### src/rtl/score_display_pkg.sv
// Shared constants for the score display.
// Holds the active-low glyph codes, the BCD-to-segment table, the digit-index
// enumeration and the "all anodes off" pattern. Segment order is {g,f,e,d,c,b,a}.
package score_display_pkg;

  // Non-numeric glyphs, active-low {g,f,e,d,c,b,a}
  localparam logic [6:0] GLYPH_H     = 7'b0001001;
  localparam logic [6:0] GLYPH_L     = 7'b1000111;
  localparam logic [6:0] GLYPH_D     = 7'b0100001;
  localparam logic [6:0] GLYPH_DASH  = 7'b0111111;
  localparam logic [6:0] GLYPH_BLANK = 7'b1111111;

  // BCD segment table, element [n] is the pattern for digit n
  localparam logic [9:0][6:0] BCD_SEG_TABLE = {
    7'b0010000,  // 9
    7'b0000000,  // 8
    7'b1111000,  // 7
    7'b0000010,  // 6
    7'b0010010,  // 5
    7'b0011001,  // 4
    7'b0110000,  // 3
    7'b0100100,  // 2
    7'b1111001,  // 1
    7'b1000000   // 0
  };

  localparam logic [3:0] AN_OFF = 4'b1111;

  // Scan position; the numeric value is also the anode bit driven low
  typedef enum logic [1:0] {
    DIG_UNITS    = 2'd0,
    DIG_TENS     = 2'd1,
    DIG_HUNDREDS = 2'd2,
    DIG_GLYPH    = 2'd3
  } digit_e;

endpackage

### src/rtl/score_display_seg7_encode.sv
// seg7_encode: combinational BCD to 7-segment encoder.
// Ports:
//   bcd  in  4  BCD digit; codes 10..15 are shown as a dash
//   seg  out 7  active-low cathodes {g,f,e,d,c,b,a}
module seg7_encode
  import score_display_pkg::*;
(
  input  logic [3:0] bcd,
  output logic [6:0] seg
);

  always_comb begin
    seg = GLYPH_DASH;
    if (bcd < 4'd10) begin
      seg = BCD_SEG_TABLE[bcd];
    end
  end

endmodule

### src/rtl/score_display.sv
// score_display: 4-digit multiplexed 7-segment driver for the puzzle timer.
// Digits 0..2 show the units/tens/hundreds of either the countdown or the
// high score; digit 3 shows a mode glyph (H, L, d or blank). All values shown
// in one scan frame come from a snapshot taken when the scan wraps 3->0, so a
// frame never mixes old and new digits. While the timer has expired (and the
// high score is not selected) the whole display blinks.
// Ports:
//   clk_high                 in  1  sole clock
//   clr_n                    in  1  synchronous active-low reset
//   sec_u, sec_t, sec_h      in  4  countdown BCD digits
//   h_sec_u, h_sec_t, h_sec_h in 4  high-score BCD digits
//   lose_flag, win_flag      in  1  timer expired / puzzle solved
//   show_high                in  1  asynchronous switch, 1 = show high score
//   an                       out 4  active-low one-hot anodes, an[0] rightmost
//   seg                      out 7  active-low cathodes {g,f,e,d,c,b,a}
//   dp                       out 1  active-low decimal point (always off)
module score_display
  import score_display_pkg::*;
#(
  parameter int REFRESH_DIV = 50000,
  parameter int BLINK_TICKS = 250
) (
  input  logic       clk_high,
  input  logic       clr_n,
  input  logic [3:0] sec_u,
  input  logic [3:0] sec_t,
  input  logic [3:0] sec_h,
  input  logic [3:0] h_sec_u,
  input  logic [3:0] h_sec_t,
  input  logic [3:0] h_sec_h,
  input  logic       lose_flag,
  input  logic       win_flag,
  input  logic       show_high,
  output logic [3:0] an,
  output logic [6:0] seg,
  output logic       dp
);

  localparam int REF_W   = (REFRESH_DIV > 1) ? $clog2(REFRESH_DIV) : 1;
  localparam int BLINK_W = (BLINK_TICKS > 1) ? $clog2(BLINK_TICKS) : 1;
  localparam logic [REF_W-1:0]   REF_LAST   = REF_W'(REFRESH_DIV - 1);
  localparam logic [BLINK_W-1:0] BLINK_LAST = BLINK_W'(BLINK_TICKS - 1);

  logic [REF_W-1:0]   refresh_cnt_reg;
  logic [BLINK_W-1:0] blink_cnt_reg;
  logic               blink_phase_reg;
  digit_e             digit_idx_reg;
  logic [1:0]         show_high_sync_reg;
  logic [2:0][3:0]    snap_sec_reg;
  logic [2:0][3:0]    snap_hsec_reg;
  logic               snap_high_reg;
  logic               snap_lose_reg;
  logic               snap_win_reg;
  logic               out_en_reg;
  logic [3:0]         an_reg;
  logic [6:0]         seg_reg;

  logic               scan_tick;
  logic               frame_wrap;
  logic [2:0][3:0]    sec_in;
  logic [2:0][3:0]    hsec_in;
  logic [2:0][6:0]    digit_seg;
  logic [3:0]         an_next;
  logic [6:0]         seg_next;

  assign sec_in  = {sec_h, sec_t, sec_u};
  assign hsec_in = {h_sec_h, h_sec_t, h_sec_u};

  assign scan_tick  = (refresh_cnt_reg == REF_LAST);
  assign frame_wrap = scan_tick && (digit_idx_reg == DIG_GLYPH);

  // One encoder per numeric digit, fed from the snapshot of the selected mode
  generate
    for (genvar gi = 0; gi < 3; gi++) begin : g_digit
      logic [3:0] digit_bcd;
      assign digit_bcd = snap_high_reg ? snap_hsec_reg[gi] : snap_sec_reg[gi];
      seg7_encode u_enc (
        .bcd (digit_bcd),
        .seg (digit_seg[gi])
      );
    end
  endgenerate

  always_comb begin
    an_next  = AN_OFF;
    seg_next = GLYPH_BLANK;
    case (digit_idx_reg)
      DIG_UNITS: begin
        an_next  = 4'b1110;
        seg_next = digit_seg[0];
      end
      DIG_TENS: begin
        an_next  = 4'b1101;
        seg_next = digit_seg[1];
      end
      DIG_HUNDREDS: begin
        an_next  = 4'b1011;
        seg_next = digit_seg[2];
      end
      default: begin
        an_next = 4'b0111;
        if (snap_high_reg)     seg_next = GLYPH_H;
        else if (snap_lose_reg) seg_next = GLYPH_L;
        else if (snap_win_reg)  seg_next = GLYPH_D;
        else                    seg_next = GLYPH_BLANK;
      end
    endcase
    // Blink only gates the anodes; the cathode pattern keeps tracking the scan
    if (snap_lose_reg && !snap_high_reg && blink_phase_reg) begin
      an_next = AN_OFF;
    end
    // Keeps the display dark for one extra cycle after reset is released
    if (!out_en_reg) begin
      an_next  = AN_OFF;
      seg_next = GLYPH_BLANK;
    end
  end

  always_ff @(posedge clk_high) begin
    if (!clr_n) begin
      refresh_cnt_reg    <= '0;
      blink_cnt_reg      <= '0;
      blink_phase_reg    <= 1'b0;
      digit_idx_reg      <= DIG_UNITS;
      show_high_sync_reg <= 2'b00;
      snap_sec_reg       <= '0;
      snap_hsec_reg      <= '0;
      snap_high_reg      <= 1'b0;
      snap_lose_reg      <= 1'b0;
      snap_win_reg       <= 1'b0;
      out_en_reg         <= 1'b0;
      an_reg             <= AN_OFF;
      seg_reg            <= GLYPH_BLANK;
    end else begin
      out_en_reg         <= 1'b1;
      an_reg             <= an_next;
      seg_reg            <= seg_next;
      show_high_sync_reg <= {show_high_sync_reg[0], show_high};

      if (scan_tick) begin
        refresh_cnt_reg <= '0;
        digit_idx_reg   <= digit_e'(digit_idx_reg + 2'd1);
      end else begin
        refresh_cnt_reg <= refresh_cnt_reg + 1'b1;
      end

      if (frame_wrap) begin
        snap_sec_reg  <= sec_in;
        snap_hsec_reg <= hsec_in;
        snap_high_reg <= show_high_sync_reg[1];
        snap_lose_reg <= lose_flag;
        snap_win_reg  <= win_flag;
      end

      // The blink decision uses the lose snapshot held before this edge, so a
      // frame wrap that coincides with a blink terminal still toggles the
      // phase from its pre-toggle value.
      if (!snap_lose_reg) begin
        blink_cnt_reg   <= '0;
        blink_phase_reg <= 1'b0;
      end else if (scan_tick) begin
        if (blink_cnt_reg == BLINK_LAST) begin
          blink_cnt_reg   <= '0;
          blink_phase_reg <= ~blink_phase_reg;
        end else begin
          blink_cnt_reg <= blink_cnt_reg + 1'b1;
        end
      end
    end
  end

  assign an  = an_reg;
  assign seg = seg_reg;
  assign dp  = 1'b1;

endmodule

### config.mk
export PLATFORM = sky130hd
export DESIGN_NAME = score_display
export DESIGN_NICKNAME = d
export VERILOG_FILES = /design/src/rtl/score_display_pkg.sv /design/src/rtl/score_display_seg7_encode.sv /design/src/rtl/score_display.sv
export SDC_FILE = /design/constraint.sdc
export NUM_CORES = 1
export LEC_CHECK = 0
export ABC_AREA = 1
export BUFFER_PORTS_ARGS = -buffer_cell sky130_fd_sc_hd__buf_2
export CAP_MARGIN = 10
export CORE_ASPECT_RATIO = 0.75
export CORE_MARGIN = 1
export CORE_UTILIZATION = 55
export CTS_BUF_LIST = sky130_fd_sc_hd__clkbuf_8
export DETAILED_ROUTE_END_ITERATION = 10
export HOLD_SLACK_MARGIN = 0.15
export PLACE_DENSITY = 0.72
export SETUP_SLACK_MARGIN = 0.4
export SLEW_MARGIN = 20
export SYNTH_ARGS = -nofsm -noshare
export SYNTH_HDL_FRONTEND = slang
export SYNTH_HIERARCHICAL = 1
export SYNTH_SLANG_ARGS = --single-unit
### constraint.sdc
create_clock -name clk_high -period 2.7 [get_ports clk_high]
set_input_delay 0.27 -clock clk_high [delete_from_list [all_inputs] [get_ports clk_high]]
set_output_delay 0.27 -clock clk_high [all_outputs]
set_load 0.005 [all_outputs]
* Word-level counts from Yosys, hierarchy flattened
Memory sizes are Yosys's and may differ from the RTL's.
Index checks and enable logic that the tools add are counted.
** Word-level totals
- Register bits :: 68
- ROM bits :: 336
- Logic and storage cells :: 63
- Memories :: 3
** Memory list
- (name not given) :: depth 16, bits a word 7, rd ports 1, clocked after memory_dff 0, write ports 0, line score_display_seg7_encode.sv:15 : seg = BCD_SEG_TABLE[bcd];
- (name not given) :: depth 16, bits a word 7, rd ports 1, clocked after memory_dff 0, write ports 0, line score_display_seg7_encode.sv:15
- (name not given) :: depth 16, bits a word 7, rd ports 1, clocked after memory_dff 0, write ports 0, line score_display_seg7_encode.sv:15
** Cells by class
- Add/sub/neg operators :: 3
- $lt $le $gt $ge :: 6
- Eq/ne operators :: 5
- Multiplexer cells :: 16
- Bitwise gates (word level) :: 3
- Reductions and logical operators :: 10
** Operators with widths (count)
- $mux 7 :: 9
- $pmux 7 s3 :: 1
- $add 16x1->16 const B :: 1
- $eq 16x16->1 const B :: 1
- $lt 4x5->1 const B :: 3
- $lt 4x4->1 const B :: 3
- $mux 4 :: 3
- $pmux 4 s3 :: 1
- $add 8x1->8 const B :: 1
- $eq 8x8->1 const B :: 1
- $mux 8 :: 1
- $reduce_and 2->1 :: 3
- $eq 2x2->1 const B :: 2
- $logic_and 1x1->1 :: 3
- $not 1->1 :: 3
- $reduce_or 3->1 :: 1
- $add 2x1->2 const B :: 1
- $eq 2x1->1 const B :: 1
- $logic_not 2->1 :: 1
- $reduce_or 2->1 :: 1
- $logic_not 1->1 :: 1
- $mux 1 :: 1

* Depth between registers and ports, before layout
Gate-level depths: netlist of run 1.
- Depth in word-level cells :: 5
- Mapped depth :: 14

* By module
Netlist of run 1, hierarchy kept.
** By module, submodules not included
- score_display :: instances 1, cells an instance 507, area an instance 3375.7 um2, sequential area each 1361.3 um2
- seg7_encode :: instances 3, cells an instance 34, area an instance 183.9 um2, sequential area each 0.0 um2

* Least setup slack after synthesis of run 1
OpenSTA, ideal clock, no wires.
- Path type :: register to register
- Start point :: register snap_high_reg
- End point :: register seg_reg[3], in the netlist seg[3]
- Library setup time :: 0.124 ns
- Arrival :: 1.989 ns
- Data required time :: 2.576 ns
- Setup slack :: 0.587 ns
- Stages on the path, launching flop included :: 12
- Path buffers :: 2
- Clock period less this slack :: 2.113 ns
- Path through :: dfxtp_1 -> clkbuf_1 -> clkbuf_1 -> nand2_1 -> o21ai_0 -> inv_1 -> ha_1 -> nand2_1 -> nand3_1 -> nand2_1 -> a221oi_1 -> o21ai_0
** RTL lines
- start: declaration :: line score_display.sv:51 : logic snap_high_reg;
- start signal: assignment :: line score_display.sv:150 : snap_high_reg <= show_high_sync_reg[1];
- end signal: assignment :: line score_display.sv:137 : seg_reg <= seg_next;
- end: declaration :: line score_display.sv:56 : logic [6:0] seg_reg;

==> summary.txt, run 1 <==
Layout
  • Layout cells sized above 1: about a tenth
  • # diodes: 0
  • Layout area overhead: 16.12%
  • Finished Cell Area: 0.004561 mm²
  • Max reg flops: 16
  • Non-Filler Instances: 769
  • Nets: slightly above 700

Route
  • Routed wire length: 8678 µm
  • Drt pass-1 iters: 4
  • ANT nets after route: 0
  • Drt first-iter violations: 164
  • DR vias: 3703
  • Routed wire per std cell: 11.28 µm
  • # DRC: 0
  • Vias per Instance: between 4 and 5

Global routing
  • Met1 usage: 30.83%
  • GR peak layer: met2
  • Largest net degree at the start of global routing: 31
  • First-pass GRT wire length: 15080 µm
  • Initial antenna violation count: 0
  • GRT Util Overall: 25.88%
  • GR Layer Usage met2: between 40% and 50%
  • Gr ovfl total: 0
  • M3 GR Usage: under 10%
  • Vias in the first global route: 3415

Worst setup path
  • R2R cell count: 11
  • Crit Path Class: flop to flop
  • Crit-path cells: nand2_1 > o21ai_1 > inv_1 > ha_1 > nand2_1 > nand3_1 > nand2_1 > nand2_1 > nand2_1 > a221oi_1 > o21ai_0
  • Worst EP arrival: ~2.3 ns
  • Buffer and inverter count on the worst path: 1
  • Crit path max fanout: 26
  • Most frequent cell on the critical path: nand2_1
  • CP Capture Type: flop
  • Reg2reg setup slack: 0.65 ns
  • Worst path slowest cell: dfxtp_4
  • CP delay by family, top: compound AO/OA/AOI/OAI gates
  • RR Endpoint: seg[3]$_SDFF_PN1_
  • Critical R2R Launch: snap_high_reg$_SDFFE_PN0P_
  • CP max stage delay: 0.50 ns
  • CP Launch Type: flop
  • Levels on crit path: 11
  • Critical Path RT: 2.94 ns

STA
  • Final Max Slew Viols: 0
  • Period utilisation layout: 75.77%
  • Min Tclk post-route: a little over 2 ns
  • Final setup viols: 0
  • Final hold viol count: 0
  • Slew headroom: 41.91%
  • Clk_skew: slightly above 0.01 ns
  • Max Freq: 488.8 MHz
  • RSZ-0062 raised after global routing: false
  • Slew of the pin with the lowest slew margin: 0.8622 ns
  • Setup TNS: 0 ns

Clock tree
  • CTS buffer count: 9
  • CTS tree: done
  • Sink Count: 68
  • Root Buffer: clkbuf_8
  • Setup repair bufs after CTS: 0
  • Clk_lat worst skew: 0.36 ns
  • Clk pin slew, worst setup/hold paths: 0.07 ns
  • Htree depth: 3
  • CTS max path bufs: 2

Logic synthesis
  • Post-synth cell types: 33
  • Synth Area per Inst: 6.449 µm²
  • Cell count after synthesis: 609
  • Post-synth top area cell: dfxtp_1
  • Synthesized cell area: 0.003928 mm²
  • Sequential share of the synthesized area: 34.66%
  • Net Count, Synth: 661
  • Seq cells post-synth: 68
  • Synth warnings: 6
  • Top-area cell type share of the netlist area: 34.66%
  • Synth top area cells: dfxtp_1, nand2_1, nor2_1, inv_1, ha_1

Pwr
  • Power share of the combinational group: slightly above 4%
  • Total power draw: slightly below 0.002 W
  • Switching power total: around 0.00044 W
  • Switch share: 22.40%
  • Clk network pwr share: 44.2%
  • Sequential Power Share: between 50% and 60%
  • Leak: 2.173 nW
  • VDD IR-drop max: around 0.30 mV
  • Internal power: 0.001530 W
  • Power density over cell area: 432.4 mW/mm²

Run status
  • Outcome: complete, no violations

Floorplan
  • Core ar.: 0.006864 mm²
  • Cell Rows: 26
  • Starting density of the core: roughly 57%
  • DIE HEIGHT: 75.18 µm
  • Die X: ~100 µm
  • I/O Pins: 41
  • Die area: 0.007486 mm²

Min path
  • Worst Hold Class: input pin to flop
  • Hold path depth: 3
  • Hold endpoint: snap_hsec_reg[11]$_SDFFE_PN0P_
  • HP Start: h_sec_h[3]

Run
  • Max-cap viol count: 0

Placement
  • Inst Count DP: 729
  • Post-DP HPWL: 5979 µm
  • Gpl congestion: slightly below 0.9
  • Post-place instance area: 0.004114 mm²
  • Number of port buffers: 39
worst reg2reg max path, delay by kind of cell (launching register included):
family          cells  cell delay, ns
compound gates      3            0.54
buf+inv             1            0.17
fa+ha+maj           1            0.31
flops               1            0.50
simple gates        6            0.41
kinds of logic after synthesis:
family | after synthesis | share of synthesized area [%]
flops | 68 | 34.66
simple gates | 361 | 38.26
other cells | 1 | 0.09548
buf+inv | 102 | 11.56
compound gates | 48 | 6.754
fa+ha+maj | 23 | 7.327
xor+xnor | 6 | 1.338
layout by cell type, fill, tap and decap left out, drive strengths merged, types with 2 or more instances in the layout:
cell type	synthesis	layout
inv	84	85
o21ai	22	22
nand3	41	41
xor2	6	6
dfxtp	68	68
nand2	206	206
ha	23	23
buf	11	40
nand3b	3	3
clkbuf	7	11
dlygate4sd3	0	24
a21oi	21	21
nand4	7	7
nor2	95	95
a21boi	2	2
nor3	7	7
clkinv	0	2
cell usage after synthesis (all sizes together):
library cell,instances
inv,84
nand3,41
a21oi,21
a211oi,1
nand2,206
clkbuf,7
nor2,95
dfxtp,68
a221oi,1
nor3b,1
nand3b,3
nor3,7
conb,1
xor2,6
ha,23
o31ai,1
or2,1
buf,11
nand4,7
a21boi,2
o21ai,22
layout make-up:
class / instances / area [µm²]
Tap cell: 98 / 122.6
Multi-Input combinational cell: 439 / 2112
Fill cell: 645 / 2303
Clock inverter: 5 / 51.30
Inverter: 84 / 315.3
Sequential cell: 68 / 1365
Clock buffer: 11 / 151.4
Timing Repair Buffer: 64 / 442.9
layer usage:
layer	wire length, µm	vias to the layer above
li1	-	1975
met3	324	16
met4	160	0
met2	4146	78
met5	0	-
met1	4047	1634
metrics by stage:
| stage | util [%] | hold slack (ns) | worst slack, ns |
|---|---|---|---|
| after floorplan | - | 0.2977 | 0.5872 |
| after CTS | 66.41 | 0.1530 | 0.4697 |
| final | 66.44 | 0.1618 | 0.6541 |
| after global routing | 66.44 | 0.1711 | 0.4044 |
| after global placement | 59.93 | 0.3919 | 0.4242 |
| after detailed placement | 59.93 | 0.3986 | 0.2891 |
worst max path at each step:
stage	slack, ns	startpoint	endpoint
2_1_floorplan	0.59	snap_high_reg$_SDFFE_PN0P_	seg[3]$_SDFF_PN1_
3_3_place_gp	0.42	snap_high_reg$_SDFFE_PN0P_	seg[3]$_SDFF_PN1_
3_5_place_dp	0.29	snap_high_reg$_SDFFE_PN0P_	seg[3]$_SDFF_PN1_
4_1_cts	0.47	snap_high_reg$_SDFFE_PN0P_	seg[3]$_SDFF_PN1_
5_1_grt	0.40	refresh_cnt_reg[0]$_SDFF_PP0_	refresh_cnt_reg[2]$_SDFF_PP0_
6_report	0.65	snap_high_reg$_SDFFE_PN0P_	seg[3]$_SDFF_PN1_
power by group through the flow:
stage / clock network, W / logic, W / registers, W
after floorplan: 0 / 0.0000283 / 0.00104
after global placement: 0 / 0.0000523 / 0.00104
after detailed placement: 0 / 0.0000533 / 0.00104
after CTS: 0.000883 / 0.0000800 / 0.00102
after global routing: 0.000929 / 0.0000923 / 0.00102
final: 0.000872 / 0.0000809 / 0.00102
repair_timing:
item | 4_1_cts | 5_1_grt
endpoints found under the hold margin | 24 | 0
pin swaps | 0 | 0
gates cloned | 0 | 0
endpoints found under the setup margin | 1 | 4
hold buffers | 24 | 0
gates resized for setup | 1 | 5
Power figures use the tool's default switching activity.
==> run 2: changes to the inputs <==
- PLACE_DENSITY: 0.72 -> 0.75
- clock period: 2.7 -> 1.8 ns (I/O delays scaled with it)
==> summary.txt, run 2 (synthesis results as in run 1) <==
Min path
  • Hold path depth: 4
  • Worst Hold Class: input pin to flop
  • HP Start: clr_n

Global routing
  • First-pass GRT wire length: 16610 µm
  • GRT Util Overall: 28.56%
  • Gr ovfl total: 0
  • Initial antenna violation count: 0
  • Largest net degree at the start of global routing: 30
  • Vias in the first global route: 3755

STA
  • Max Freq: approximately 550 MHz
  • Slew headroom: 66.32%
  • Final setup viols: 2
  • RSZ-0062 raised after global routing: true
  • Final Max Slew Viols: 0
  • Clk_skew: 0.01104 ns
  • Min Tclk post-route: 1.812 ns
  • Slew of the pin with the lowest slew margin: between 0.5 and 0.6 ns
  • Period utilisation layout: 100.6%
  • PnR worst setup slack: -0.01163 ns
  • Final hold viol count: 0

Run
  • Max-cap viol count: 0

Layout
  • Non-Filler Instances: 813
  • Layout area overhead: 46.89%
  • Nets: 762
  • Max reg flops: 16
  • Final design utilization: 84.05%
  • # diodes: 0
  • Most common cell after layout, fill and taps aside: nand2_1
  • Layout cells sized above 1: 31.61%
  • Most frequent cells in the layout: nand2_1, inv_1, dfxtp_1

Worst setup path
  • Crit path launch: snap_high_reg$_SDFFE_PN0P_
  • CP max stage delay: 0.44 ns
  • Most frequent cell on the critical path: nand2_1
  • CP Launch Type: flop
  • Critical Path RT: 2.05 ns
  • Buffer and inverter count on the worst path: 2
  • Reg2reg setup slack: -0.01 ns
  • CP delay by family, top: flip-flops
  • Worst path slowest cell: dfxtp_4
  • Worst EP arrival: 2.06 ns
  • R2R cell count: 12
  • Levels on crit path: 12
  • CP Capture Type: flop
  • Critical R2R Launch: snap_high_reg$_SDFFE_PN0P_
  • Crit Path Class: flop to flop
  • Crit path max fanout: 6
  • Crit-path cells: buf_12 > nand2_4 > o21ai_4 > inv_2 > ha_4 > nand2_4 > nand3_2 > nand2_1 > nand2_1 > nand2_1 > a221oi_2 > o21ai_1

Run status
  • Failing checks: setup timing
  • Outcome: finished, violations left

Clock tree
  • Sink Count: 68
  • Clk_lat worst skew: around 0.36 ns
  • Htree depth: 3
  • CTS buffer count: 9
  • CTS tree: done
  • Root Buffer: clkbuf_8
  • Clk pin slew, worst setup/hold paths: 0.08 ns
  • CTS max path bufs: 2

Floorplan
  • I/O Pins: a little over 40
  • Core ar.: 0.006864 mm²
  • DIE HEIGHT: 75.18 µm
  • Die area: 0.007486 mm²
  • Die X: 99.58 µm
  • Cell Rows: 26
  • Starting density of the core: roughly 57%

Placement
  • Inst Count DP: 745
  • Number of port buffers: 39
  • DP Worst Slack: -0.02695 ns
  • Gpl congestion: between 0.9 and 1
  • Post-DP HPWL: 6488 µm

Route
  • DR vias: around 4.3k
  • Vias per Instance: 5.292
  • Routed wire per std cell: 15.08 µm
  • Drt first-iter violations: ~190
  • Routed wire length: between 10000 and 15000 µm
  • # DRC: 0
  • ANT nets after route: 0
  • Drt pass-1 iters: 5

Pwr
  • Leak: 2.673 nW
  • VDD IR-drop max: 0.3845 mV
  • Power density over cell area: between 500 and 600 mW/mm²
## run 2: changes by cell type in the layout (fill, tap and decap cells not counted), sizes merged
cell,before,now
buf,40,78
clkbuf,11,12
clkinv,2,0
inv,85,86
dlygate4sd3,24,28
clkinvlp,1,2
bufinv,1,2
## run 2: path summary, 6_finish.rpt
| path | endpoint |
|---|---|
| max | seg[3]$_SDFF_PN1_ |
| min | seg[0]$_SDFF_PN1_ |
| max reg2reg | seg[3]$_SDFF_PN1_ |
| min reg2reg | show_high_sync_reg[1]$_SDFF_PN0_ |
## run 2: metal layers
layer	vias to the layer above	wire, µm	GRT usage (%)
met3	63	715	6.778
met2	164	6142	52.93
met5	-	0	0
li1	2082	-	-
met4	0	530	10.46
met1	1993	4871	32.76
## run 2: final cells by class
type / instances / area [µm²]
clock inverter: 6 / 87.58
clock buffer: 10 / 137.6
multi-input combinational: 439 / 2746
sequential: 68 / 1378
tap: 98 / 122.6
fill: 400 / 1095
inverter: 84 / 315.3
timing repair buffer: 108 / 982.2
## run 2: worst register-to-register path, delay by kind of cell, from the launching register on
kind / cells / cell delay (ns)
buf+inv: 2 / 0.24
simple gates: 6 / 0.38
fa+ha+maj: 1 / 0.27
compound gates: 3 / 0.36
flops: 1 / 0.44
## run 2: through the flow
stage | hold WS, ns | TNS (ns) | area [µm²] | total power, W
3_5_place_dp | 0.3978 | -0.02695 | 4370 | 0.001649
3_3_place_gp | 0.3866 | 0 | 4370 | 0.001648
5_1_grt | 0.2501 | -0.2539 | 5769 | 0.003277
2_1_floorplan | 0.2077 | 0 | 4068 | 0.001608
6_report | 0.2453 | -0.01310 | 5769 | 0.003163
4_1_cts | 0.2299 | 0 | 5211 | 0.003135
## run 2: what timing repair did
action / 4_1_cts / 5_1_grt
resized for setup: 47 / 133
setup endpoints to repair: 61 / 61
pin swaps: 15 / 30
hold buffers: 28 / 0
setup buffers: 13 / 5
gates cloned: 3 / 3
endpoints found under the hold margin: 28 / 0
## run 2: power breakdown
group | total [W] | switching, W | internal (W)
Sequential | 0.00153 | 0.0000113 | 0.00152
Clock | 0.00146 | 0.000644 | 0.000818
Combinational | 0.000171 | 0.0000794 | 0.0000917
